==> src/rtl/grfarb_pkg.sv <==
// Shared types and constants for the GRF write-port arbiter.
// The optional starvation guard is enabled with the GRFARB_STARVE_GUARD_EN macro.
package grfarb_pkg;

   localparam int REG_ADDR_W = 5;
   localparam int DATA_W     = 32;
   localparam int NUM_REGS   = 1 << REG_ADDR_W;

   // One pending register-file write: destination plus data.
   typedef struct packed {
      logic [REG_ADDR_W-1:0] a3;
      logic [DATA_W-1:0]     wd;
   } wr_req_t;

   // Which source owns the GRF write port in the current cycle.
   typedef enum logic [1:0] {
      GRANT_NONE = 2'd0,
      GRANT_WB   = 2'd1,
      GRANT_AUX  = 2'd2
   } grant_e;

   // One-hot decode of a register number, used to build the busy mask.
   function automatic logic [NUM_REGS-1:0] reg_onehot(input logic [REG_ADDR_W-1:0] a);
      logic [NUM_REGS-1:0] v;
      v    = '0;
      v[a] = 1'b1;
      return v;
   endfunction

endpackage

==> src/rtl/grfarb_fifo.sv <==
// Circular queue for deferred auxiliary GRF writes.
// Keeps a valid bit per slot so the top can see every pending destination,
// not just the head. Push is ignored when full, pop is ignored when empty.
module grfarb_fifo
   import grfarb_pkg::*;
#(
   parameter int DEPTH = 4,
   localparam int PTR_W = $clog2(DEPTH),
   localparam int CNT_W = PTR_W + 1
) (
   input  logic                                clk,
   input  logic                                clr,
   input  logic                                push_i,
   input  wr_req_t                             push_req_i,
   input  logic                                pop_i,
   output wr_req_t                             head_o,
   output logic                                full_o,
   output logic                                empty_o,
   output logic [CNT_W-1:0]                    count_o,
   output logic [DEPTH-1:0]                    entry_valid_o,
   output logic [DEPTH-1:0][REG_ADDR_W-1:0]    entry_a3_o
);

   wr_req_t           mem_q [DEPTH];
   logic [DEPTH-1:0]  valid_q;
   logic [PTR_W-1:0]  wr_ptr_q;
   logic [PTR_W-1:0]  rd_ptr_q;
   logic [CNT_W-1:0]  count_q;
   logic              do_push;
   logic              do_pop;

   assign full_o  = (count_q == CNT_W'(DEPTH));
   assign empty_o = (count_q == '0);
   assign do_push = push_i && !full_o;
   assign do_pop  = pop_i && !empty_o;

   // Pointers, occupancy and slot valid bits; pointers wrap naturally at DEPTH.
   always_ff @(posedge clk) begin
      if (clr) begin
         wr_ptr_q <= '0;
         rd_ptr_q <= '0;
         count_q  <= '0;
         valid_q  <= '0;
      end else begin
         if (do_push) begin
            valid_q[wr_ptr_q] <= 1'b1;
            wr_ptr_q          <= wr_ptr_q + 1'b1;
         end
         // When both fire the slots differ (0 < count < DEPTH), so no clash.
         if (do_pop) begin
            valid_q[rd_ptr_q] <= 1'b0;
            rd_ptr_q          <= rd_ptr_q + 1'b1;
         end
         case ({do_push, do_pop})
            2'b10:   count_q <= count_q + 1'b1;
            2'b01:   count_q <= count_q - 1'b1;
            default: count_q <= count_q;
         endcase
      end
   end

   // Payload storage; contents are qualified by valid_q so no reset is needed.
   always_ff @(posedge clk) begin
      if (do_push) begin
         mem_q[wr_ptr_q] <= push_req_i;
      end
   end

   assign head_o        = mem_q[rd_ptr_q];
   assign count_o       = count_q;
   assign entry_valid_o = valid_q;

   for (genvar gi = 0; gi < DEPTH; gi++) begin : g_entry
      assign entry_a3_o[gi] = mem_q[gi].a3;
   end

endmodule

==> src/rtl/grf_write_arbiter.sv <==
// Shares the single GRF write port between W-stage writeback and a queued
// long-latency auxiliary producer. WB wins with zero latency; aux writes drain
// in FIFO order into cycles WB leaves idle. Define GRFARB_STARVE_GUARD_EN to
// add a starvation guard that periodically freezes WB for one cycle.
module grf_write_arbiter
   import grfarb_pkg::*;
#(
   parameter int DEPTH        = 4,
   parameter int STARVE_LIMIT = 8
) (
   input  logic                      clk,
   input  logic                      clr,
   input  logic                      wb_we,
   input  logic [REG_ADDR_W-1:0]     wb_a3,
   input  logic [DATA_W-1:0]         wb_wd,
   input  logic                      aux_valid,
   output logic                      aux_ready,
   input  logic [REG_ADDR_W-1:0]     aux_a3,
   input  logic [DATA_W-1:0]         aux_wd,
   output logic                      grf_we,
   output logic [REG_ADDR_W-1:0]     grf_a3,
   output logic [DATA_W-1:0]         grf_wd,
   output logic [NUM_REGS-1:0]       busy_mask,
   output logic [$clog2(DEPTH):0]    aux_count,
   output logic                      wb_hold
);

   if (DEPTH < 2 || (DEPTH & (DEPTH - 1)) != 0 || STARVE_LIMIT < 1) begin : g_param_check
      $error("grf_write_arbiter: DEPTH must be a power of 2 >= 2 and STARVE_LIMIT >= 1");
   end

   wr_req_t                          push_req;
   wr_req_t                          head;
   logic                             push;
   logic                             pop;
   logic                             full;
   logic                             empty;
   logic [DEPTH-1:0]                 entry_valid;
   logic [DEPTH-1:0][REG_ADDR_W-1:0] entry_a3;
   logic [NUM_REGS-1:0]              entry_mask [DEPTH];
   logic                             wb_req;
   grant_e                           grant;

   // Writes to $0 are architecturally void, so they never claim the port or a slot.
   assign wb_req    = wb_we && (wb_a3 != '0);
   assign aux_ready = !full;
   assign push      = aux_valid && !full && (aux_a3 != '0);
   assign push_req  = '{a3: aux_a3, wd: aux_wd};
   assign pop       = (grant == GRANT_AUX);

   grfarb_fifo #(
      .DEPTH (DEPTH)
   ) u_fifo (
      .clk           (clk),
      .clr           (clr),
      .push_i        (push),
      .push_req_i    (push_req),
      .pop_i         (pop),
      .head_o        (head),
      .full_o        (full),
      .empty_o       (empty),
      .count_o       (aux_count),
      .entry_valid_o (entry_valid),
      .entry_a3_o    (entry_a3)
   );

   // Port owner: a guard-forced hold beats WB, WB beats the queue, nothing during reset.
   always_comb begin
      grant = GRANT_NONE;
      if (clr) begin
         grant = GRANT_NONE;
      end else if (wb_hold && !empty) begin
         grant = GRANT_AUX;
      end else if (wb_req) begin
         grant = GRANT_WB;
      end else if (!empty) begin
         grant = GRANT_AUX;
      end
   end

   // Drive the GRF write port from the granted source; idle port is all zeros.
   always_comb begin
      grf_we = 1'b0;
      grf_a3 = '0;
      grf_wd = '0;
      case (grant)
         GRANT_WB: begin
            grf_we = 1'b1;
            grf_a3 = wb_a3;
            grf_wd = wb_wd;
         end
         GRANT_AUX: begin
            grf_we = 1'b1;
            grf_a3 = head.a3;
            grf_wd = head.wd;
         end
         default: begin
            grf_we = 1'b0;
         end
      endcase
   end

   // Busy mask is built only from registered slot state, never from this cycle's inputs.
   for (genvar gi = 0; gi < DEPTH; gi++) begin : g_mask
      assign entry_mask[gi] = entry_valid[gi] ? reg_onehot(entry_a3[gi]) : '0;
   end

   // OR-reduce the per-slot one-hot masks; duplicates stay set until the last one pops.
   always_comb begin
      busy_mask = '0;
      for (int i = 0; i < DEPTH; i++) begin
         busy_mask = busy_mask | entry_mask[i];
      end
   end

`ifdef GRFARB_STARVE_GUARD_EN
   localparam int STARVE_W = $clog2(STARVE_LIMIT + 1);

   logic [STARVE_W-1:0] starve_q;
   logic [STARVE_W-1:0] starve_d;
   logic [STARVE_W-1:0] starve_inc;
   logic                hold_q;
   logic                hold_d;

   assign starve_inc = starve_q + 1'b1;

   // Count cycles the queue waits behind WB; any pop restarts the count.
   always_comb begin
      starve_d = starve_q;
      hold_d   = 1'b0;
      if (pop) begin
         starve_d = '0;
      end else if (grant == GRANT_WB && !empty) begin
         starve_d = starve_inc;
         hold_d   = (starve_inc == STARVE_W'(STARVE_LIMIT));
      end
   end

   // The hold pulse lasts one cycle: the head pops during it, which clears the count.
   always_ff @(posedge clk) begin
      if (clr) begin
         starve_q <= '0;
         hold_q   <= 1'b0;
      end else begin
         starve_q <= starve_d;
         hold_q   <= hold_d;
      end
   end

   assign wb_hold = hold_q;
`else
   assign wb_hold = 1'b0;
`endif

endmodule

==> config.mk <==
export PLATFORM = sky130hd
export DESIGN_NAME = grf_write_arbiter
export DESIGN_NICKNAME = d
export VERILOG_FILES = /design/src/rtl/grfarb_pkg.sv /design/src/rtl/grfarb_fifo.sv /design/src/rtl/grf_write_arbiter.sv
export SDC_FILE = /design/constraint.sdc
export NUM_CORES = 1
export LEC_CHECK = 0
export ABC_AREA = 1
export CORE_MARGIN = 2
export CORE_UTILIZATION = 56
export DETAILED_ROUTE_END_ITERATION = 12
export PLACE_DENSITY = 0.86
export SETUP_SLACK_MARGIN = 0.2
export SYNTH_ARGS = -nofsm -noshare
export SYNTH_HDL_FRONTEND = slang
export SYNTH_SLANG_ARGS = --single-unit
==> constraint.sdc <==
create_clock -name clk -period 5.5 [get_ports clk]
set_input_delay 0.825 -clock clk [delete_from_list [all_inputs] [get_ports clk]]
set_output_delay 0.825 -clock clk [all_outputs]
set_load 0.1 [all_outputs]
Word level (Yosys, flattened, before mapping)
Memories as Yosys holds them, arrays and structs flattened. A register that Yosys moved wholly into a read port is not among the register bits. Index checks and enable logic that the tools add are counted.

Register bits: 11. Bits in writable memories: 148. Input bits: 78. Output and inout port bits: 75. Word-level logic and storage cells: 80. Memories kept: 1.

Memories: u_fifo.mem_q (words 4, bits a word 37, rd ports 5, clocked after memory_dff 1, write ports 1, RTL line grfarb_fifo.sv:24) `wr_req_t mem_q [DEPTH];`.

Add/subtract/negate cells: 4. Order comparisons: 12. Equality and inequality tests: 5. Mux-type cells: 30. Bitwise gates (word level): 6. Reductions and logical operators: 18.

Operator list (count): $mux 32 (4); $or 32x32->32 (3); $pmux 32 s2 (1); $lt 5x6->1 const B (4); $demux 1 s5 (4); $ge 5x1->1 const B (4); $mux 4 (3); $logic_and 1x1->1 (11); $mux 2 (5); $pmux 5 s2 (1); $reduce_bool 5->1 (2); $mux 1 (9); $lt 2x3->1 const B (2); $pmux 3 s2 (1); $add 2x1->2 const B (2); $and 4x4->4 (1); $demux 1 s2 (2); $eq 2x1->1 const B (2); $eq 2x2->1 const B (2); $ge 2x1->1 const B (2); $not 4->4 (1); $or 4x4->4 (1); $add 3x1->3 const B (1); $eq 3x3->1 const B (1); other kinds (5) (6).

Longest topological paths before layout
Gate-level depths: netlist (run 1).

Word-level depth: 9. Depth in mapped cells: 14. Mapped depth without buffers: 13.

Cells and area by module
Synthesis (run 1) repeated with hierarchy kept, for this count alone.

Cell total of the unflattened synthesis: 934. Area total of the unflattened synthesis: 8217.9 um^2.

Modules (own cells, without submodules): grfarb_fifo (instances 1, cells an instance 479, area each 6352.3 um^2, seq. area each 4704.5 um^2); grf_write_arbiter (instances 1, cells an instance 455, area each 1865.5 um^2, seq. area each 0.0 um^2).

Worst setup path after synthesis (run 1)
No wires, ideal clock.

Kind: input to output. Start: in wb_a3[3]. End: out grf_we. Arrival: 3328 ps. Data required time: 4675 ps. Setup slack: 1347 ps. Cell stages on the path: 5. Path buffers: 1. Cell sequence: nor2_1 nand3_1 nand2_1 buf_2 o21ai_0.

Longest elaborated chain between the ends: 7. Elaborated cells on any way between the ends: 8. Those cells by class: 2 x eq/ne; 3 x mux; 3 x reduce/logical.

RTL lines: start: declaration (RTL line grf_write_arbiter.sv:14) `input logic [REG_ADDR_W-1:0] wb_a3,`; $reduce_bool 5->1 (*) (RTL line grf_write_arbiter.sv:45) `assign wb_req = wb_we && (wb_a3 != '0);`; $logic_and 1x1->1 (*) (RTL line grf_write_arbiter.sv:45); $mux 2 (*) (RTL line grf_write_arbiter.sv:74) `end else if (wb_req) begin`; $mux 2 (*) (RTL line grf_write_arbiter.sv:70) `if (clr) begin`; $eq 2x1->1 / $eq 2x2->1 (equally long branches) (RTL line grf_write_arbiter.sv:86) `case (grant)`; $reduce_or 2->1 (no line) (*); $mux 1 (*) (RTL line grf_write_arbiter.sv:86); end: declaration (RTL line grf_write_arbiter.sv:20) `output logic grf_we,`.

Mark *: on every way between the ends. The rest lies on a longest branch, timed or not.

Worst setup path in the final report (run 1)
Same ends and word-level chain as after synthesis.

==> results.tsv, run 1 <==
metric	value	unit
outcome	finished, final reports clean	
max incr delay on CP	1.16	ns
Worst Reg-to-Reg Cells	11	
Tcrit/Tclk final	73.3	%
CP Max Fanout	12	
critical path arrival	3.21	ns
CTS clock-pin slew for the worst setup and hold paths	0.06	ns
crit end category	output pin	
hold_buf cts	0	
Hold EP	u_fifo.wr_ptr_q[1]$_SDFFE_PP0P_	
relative slew slack	24.1	%
required time worst endpoint	4.68	ns
DIE WIDTH	121	um
drt first pass iters	5	
worst-case vdd ir drop	0.237	mV
Tmin final	4.03	ns
antenna violations before repair	1	
Port Buffers	151	
Final Skew	0.0101	ns
Synth Area per Inst	9.43	sq um
Cell Int Power	2.36	mW
cell with the most instances after synthesis	nand2_1	
area grow syn2layout	27.8	%
core area	13300	sq um
yosys warns	0	
Critical Path Start Type	input pin	
DR vias	6713	
H-tree levels	4	
Fmax achieved	248	MHz
PwrDens	360	nW/um^2
die footprint	14700	sq um
Seq pwr share	40.8	%
flops & latches, synth	161	
r2r endpoint	u_fifo.count_o[2]$_SDFFE_PP0P_	
gr usage total	28.7	%
Vias/cell	5.84	
GRT Residual Overflow	0	
largest area contributor in the netlist	edfxtp_1	
most frequent cells after synthesis	nand2_1 (258), edfxtp_1 (148), nor2_1 (84), o21ai_0 (77), nor3_1 (44)	
root buffer cell	clkbuf_16	
post-detail-place hpwl	13.1	mm
Final Hold Fails	0	
maximum root-to-sink buffer count	2	
drt total wl	20.5	mm
share of Yosys cell area claimed by the top area cell type	57.7	%
min-delay src	u_fifo.wr_ptr_q[1]$_SDFFE_PP0P_	
mean routed wirelength per cell	17.8	um
Die Y	121	um
worst-skew pair later-pin latency	0.42	ns
Syn Nets	905	
# clock sinks	161	
Hold WC Path Type	reg2reg	
Net Sw Frac	33.6	%
clock group share of total power	33.7	%
leakage power	3.69	nW
ranking of synthesized cells by area	edfxtp_1 (58%), nand2_1 (13%), o21ai_0 (5.0%), nor2_1 (4.1%), dfxtp_1 (3.4%)	
Rows	42	
CTS tree	done	
fin cells	1150	
first-pass GRT wire length	32.3	mm
Top FF cell, synth	edfxtp_1	
Initial Utilization	57.7	%
largest net degree at the start of global routing	84	
placed insts	1118	
I/O pin count	153	
Crit path top cell by count	clkdlybuf4s50_1	
Comb power frac	25.5	%
Max Cap Viol	0	
slowest CP cell	clkdlybuf4s50_1	
unrepaired setup endpoints after global routing	false	
critical path class	in2out	
Synth Instances	817	
worst slew pin tran	1.13	ns
count of cell types in the netlist	29	
Setup TNS	0	ns
CTS Buf Count	17	
setup violators final	0	
crit path cell chain	clkdlybuf4s50_1 > nor2_1 > nand3_1 > nand2_1 > nand2_2 > o21ai_0 > clkdlybuf4s50_1	
P_sw	1.19	mW
Post-CTS Setup Inserts	0	
FF-to-FF Start	u_fifo.count_o[2]$_SDFFE_PP0P_	
Seq/Total Area, Yosys	61.1	%
vias in the first global route	6497	
Max Slew Vio Count	0	
DRC	0	
R2R setup slack	2.93	ns
Iter 0 DRT Violations	847	
layout cell share with drive strength beyond 1	8.74	%
Placer Congestion	0.961	
NumNets Final	1049	
Post-CTS Resized	0	
ANT nets after route	0	
Post-Syn Area	7700	sq um
Synth async-reset ratio	0	%
Post-synth EDFFs	148	
worst hold stages	2	
## layer usage
layer,global-route usage [%],up-vias,share of wire (%)
met2,49.3,400,51
met5,0,-,0
li1,-,3128,-
met3,5.22,44,8.7
met1,35.2,3141,38
met4,13.4,0,2.6
## power by group through the flow
stage / clock [mW] / sequential, mW / combinational [mW]
floorplan: 0 / 1.50 / 0.626
global placement: 0 / 1.47 / 0.875
detailed placement: 0 / 1.47 / 0.892
CTS: 1.20 / 1.45 / 0.902
global route: 1.25 / 1.46 / 0.966
finish: 1.20 / 1.45 / 0.905
## cells in the final DEF, fill, tap and decap left out, types with 9 or more instances in the layout
cell type	instances
o22ai_1	32
dfxtp_1	12
edfxtp_1	148
clkbuf_16	17
nor2_1	82
nand2_1	258
ha_1	9
nand4_1	36
nor3_1	44
inv_1	41
nand3_1	13
o21ai_0	77
buf_4	43
clkdlybuf4s50_1	114
a21oi_1	13
## per-stage QoR
step                      instance area [sq um]  power (mW)  utilization, %  hold slack, ns  worst slack [ns]
after floorplan                            7700        2.12               -           0.490              1.35
after global placement                     9240        2.35            69.2           0.514              1.50
after detailed placement                   9240        2.37            69.2           0.533              1.46
after CTS                                  9840        3.55            73.8           0.540              1.46
after global routing                       9850        3.67            73.8           0.563              1.31
final                                      9850        3.55            73.8           0.541              1.47
## sequential cells by signal (all words and copies together) (netlist names), named ones only
register              flops
u_fifo.wr_ptr_q           2
u_fifo.rd_ptr_q           2
u_fifo.entry_valid_o      4
u_fifo.mem_q            148
u_fifo.count_o            3
## kinds of logic (layout without fill, tap and decap cells)
group                      count (synthesis)  count (layout)  synth area share, %
adders and majority gates                 10              10                 1.72
DFF                                      161             161                 61.1
AOI/OAI and AO/OA                        126             126                 8.90
other                                      1               2               0.0487
and+or+nand+nor                          440             440                 23.8
buffers and inverters                     79             235                 4.48
## worst max-delay path, delay by kind of cell
| kind | cells | cell delay [ns] |
|---|---|---|
| AO/OA/AOI/OAI | 1 | 0.11 |
| buffers and inverters | 2 | 1.59 |
| AND/OR/NAND/NOR | 4 | 0.67 |
## cell type report
type                       count  area [sq um]
sequential                   161          4710
fill                         913          3500
multi-input combinational    577          2670
timing repair buffer         157          1460
clock buffer                  17           425
tap                          176           220
clock inverter                14           181
inverter                      47           178
antenna                        1          2.50
## how the worst max path moves through the flow
stage             start      to  slack (ns)
2_1_floorplan  wb_a3[3]  grf_we        1.35
3_3_place_gp   wb_a3[3]  grf_we        1.50
3_5_place_dp   wb_a3[3]  grf_we        1.46
4_1_cts        wb_a3[3]  grf_we        1.46
5_1_grt        wb_a3[0]  grf_we        1.31
6_report       wb_a3[3]  grf_we        1.47
No activity file was read; power rests on OpenSTA's default activity.
==> run 2, diff against run 1 <==
--- a/config.mk
+++ b/config.mk
@@ -7,9 +7,9 @@
 export LEC_CHECK = 0
 export ABC_AREA = 1
 export CORE_MARGIN = 2
-export CORE_UTILIZATION = 56
+export CORE_UTILIZATION = 52
 export DETAILED_ROUTE_END_ITERATION = 12
-export PLACE_DENSITY = 0.86
+export PLACE_DENSITY = 0.8
 export SETUP_SLACK_MARGIN = 0.2
 export SYNTH_ARGS = -nofsm -noshare
 export SYNTH_HDL_FRONTEND = slang
==> constraint.sdc (replaced) <==
create_clock -name clk -period 3.9 [get_ports clk]
set_input_delay 0.585 -clock clk [delete_from_list [all_inputs] [get_ports clk]]
set_output_delay 0.585 -clock clk [all_outputs]
set_load 0.1 [all_outputs]
==> run 2 against run 1 <==
  * Sequential power grew 41%
  * Critical path type unchanged
  * Register-to-register slack lost 1.6 ns
  * Sequential cell count is the same
  * Critical endpoint is now grf_wd[13]
==> results.tsv, run 2 (synthesis results as in run 1) <==
metric	value	unit	change
outcome	finished, final reports clean		unchanged
NumNets Final	1054		was 1049
worst-case vdd ir drop	0.263	mV	was 0.237 mV
H-tree levels	4		unchanged
DRC	0		unchanged
Placer Congestion	0.975		was 0.961
Fmax achieved	303	MHz	
fin cells	1162		was 1150
die footprint	15800	sq um	was 14700 sq um
I/O pin count	153		unchanged
Post-CTS Resized	0		unchanged
antenna violations before repair	1		unchanged
vias in the first global route	6575		was 6497
critical path class	in2out		unchanged
Worst Reg-to-Reg Cells	11		unchanged
Vias/cell	5.70		was 5.84
CTS Buf Count	17		unchanged
required time worst endpoint	3.31	ns	was 4.68 ns
Critical Path Sink	grf_wd[13]		was grf_we
Critical Path Start Type	input pin		unchanged
Initial Utilization	53.2	%	was 57.7%
placed insts	1131		was 1118
Iter 0 DRT Violations	688		was 847
relative slew slack	20.3	%	was 24.1%
Die Y	126	um	was 121 um
CTS clock-pin slew for the worst setup and hold paths	0.06	ns	about the same
Antenna Cells	0		was 1
most flop-heavy register	u_fifo.mem_q		unchanged
DR vias	6622		was 6713
R2R setup slack	1.32	ns	was 2.93 ns
GRT Residual Overflow	0		unchanged
Max Cap Viol	0		unchanged
worst slew pin tran	1.19	ns	was 1.13 ns
Final Hold Fails	0		unchanged
largest net degree at the start of global routing	83		was 84
Total Power	4.99	mW	was 3.55 mW
# clock sinks	161		unchanged
drt first pass iters	7		was 5
drt total wl	20.2	mm	was 20.5 mm
crit path cell chain	clkdlybuf4s50_1 > nor2_1 > nand3_1 > nand2_1 > nand2_2 > clkinv_2 > nand2_1 > nand2_1 > buf_12		was clkdlybuf4s50_1 > nor2_1 > nand3_1 > nand2_1 > nand2_2 > o21ai_0 > clkdlybuf4s50_1
Final Skew	0.0117	ns	was 0.0101 ns
commonest non-fill, non-tap cell in the layout	nand2_1		unchanged
critical path arrival	2.71	ns	was 3.21 ns
max incr delay on CP	0.48	ns	was 1.16 ns
area grow syn2layout	33.0	%	was 27.8%
Fillers	1036		was 913
Max Slew Vio Count	0		unchanged
crit end category	output pin		unchanged
Rows	44		was 42
post-detail-place hpwl	13.8	mm	was 13.1 mm
FF-to-FF Start	u_fifo.count_o[2]$_SDFFE_PP0P_		unchanged
hold_buf cts	0		unchanged
worst-skew pair later-pin latency	0.41	ns	was 0.42 ns
Port Buffers	151		unchanged
Largest register FFs	148		unchanged
layout cell share with drive strength beyond 1	12.3	%	was 8.74%
Post-CTS Setup Inserts	0		unchanged
DIE WIDTH	126	um	was 121 um
Crit path top cell by count	nand2_1		was clkdlybuf4s50_1
Crit. Startpoint	wb_a3[3]		unchanged
r2r endpoint	u_fifo.count_o[2]$_SDFFE_PP0P_		unchanged
Final Util	70.8	%	was 73.8%
mean routed wirelength per cell	17.4	um	was 17.8 um
root buffer cell	clkbuf_16		unchanged
PwrDens	487	nW/um^2	was 360 nW/um^2
CP Max Fanout	34		was 12
setup violators final	0		unchanged
gr usage total	25.7	%	was 28.7%
Tmin final	3.30	ns	
slowest CP cell	clkdlybuf4s50_1		unchanged
Hold WC Path Type	reg2reg		unchanged
Tcrit/Tclk final	84.5	%	
Setup TNS	0	ns	unchanged
maximum root-to-sink buffer count	2		unchanged
commonest cells after routing, fill and taps aside	nand2_1 (258), edfxtp_1 (148), nor2_1 (82)		was nand2_1 (258), edfxtp_1 (148), clkdlybuf4s50_1 (114)
CTS tree	done		unchanged
ANT nets after route	0		unchanged
Hold Slack	0.544	ns	was 0.541 ns
leakage power	3.89	nW	was 3.69 nW
core area	14500	sq um	was 13300 sq um
first-pass GRT wire length	32.2	mm	was 32.3 mm
unrepaired setup endpoints after global routing	false		unchanged
==> run 2: cell types whose count changed in the layout (fill, tap and decap cells not counted), sizes merged <==
cell,previous run,this run
inv,47,48
diode,1,0
clkbuf,17,18
buf,43,81
bufinv,3,1
clkdlybuf4s50,114,81
==> run 2: critical path, delay by kind of cell <==
kind / cells / cell delay [ns]
and+or+nand+nor: 6 / 0.99
buffers and inverters: 3 / 1.12
==> run 2: cell type report <==
type,instances,area [sq um],area share [%]
Sequential cell,161,4710,45.9
Inverter,47,178,1.73
Clock buffer,18,429,4.19
Multi-Input combinational cell,577,2670,26.1
Clock inverter,13,114,1.11
Timing Repair Buffer,162,1920,18.7
Tap cell,184,230,2.25
==> run 2: metal layers <==
metal / up-vias / track usage [%] / share of wire, %
met1: 3107 / 31.3 / 40
met4: 0 / 11.0 / 2.3
met2: 321 / 44.0 / 50
li1: 3149 / - / -
met3: 45 / 5.99 / 7.9
met5: - / 0 / 0
==> run 2: worst min path at each step <==
stage,from,endpoint,slack [ns],cells past startpoint
after floorplan,u_fifo.rd_ptr_q[1]$_SDFFE_PP0N_,flop,0.49,2
after global placement,u_fifo.wr_ptr_q[1]$_SDFFE_PP0P_,u_fifo.wr_ptr_q[1]$_SDFFE_PP0P_,0.51,2
after detailed placement,u_fifo.wr_ptr_q[1]$_SDFFE_PP0P_,u_fifo.wr_ptr_q[1]$_SDFFE_PP0P_,0.53,2
after CTS,u_fifo.wr_ptr_q[1]$_SDFFE_PP0P_,u_fifo.wr_ptr_q[1]$_SDFFE_PP0P_,0.54,2
after global routing,u_fifo.wr_ptr_q[1]$_SDFFE_PP0P_,u_fifo.wr_ptr_q[1]$_SDFFE_PP0P_,0.56,2
final,u_fifo.wr_ptr_q[1]$_SDFFE_PP0P_,u_fifo.wr_ptr_q[1]$_SDFFE_PP0P_,0.54,2
==> run 2: through the flow <==
stage	instance area [sq um]	setup slack [ns]
4_1_cts	10200	0.615
3_3_place_gp	9700	0.657
6_report	10200	0.605
3_5_place_dp	9700	0.579
5_1_grt	10200	0.366
2_1_floorplan	7700	0.227
==> run 2: report_power, final <==
part           internal (mW)  total (mW)  switching [mW]
combinational          0.437        1.43           0.990
sequential              2.00        2.04          0.0434
clock                  0.874        1.52           0.641
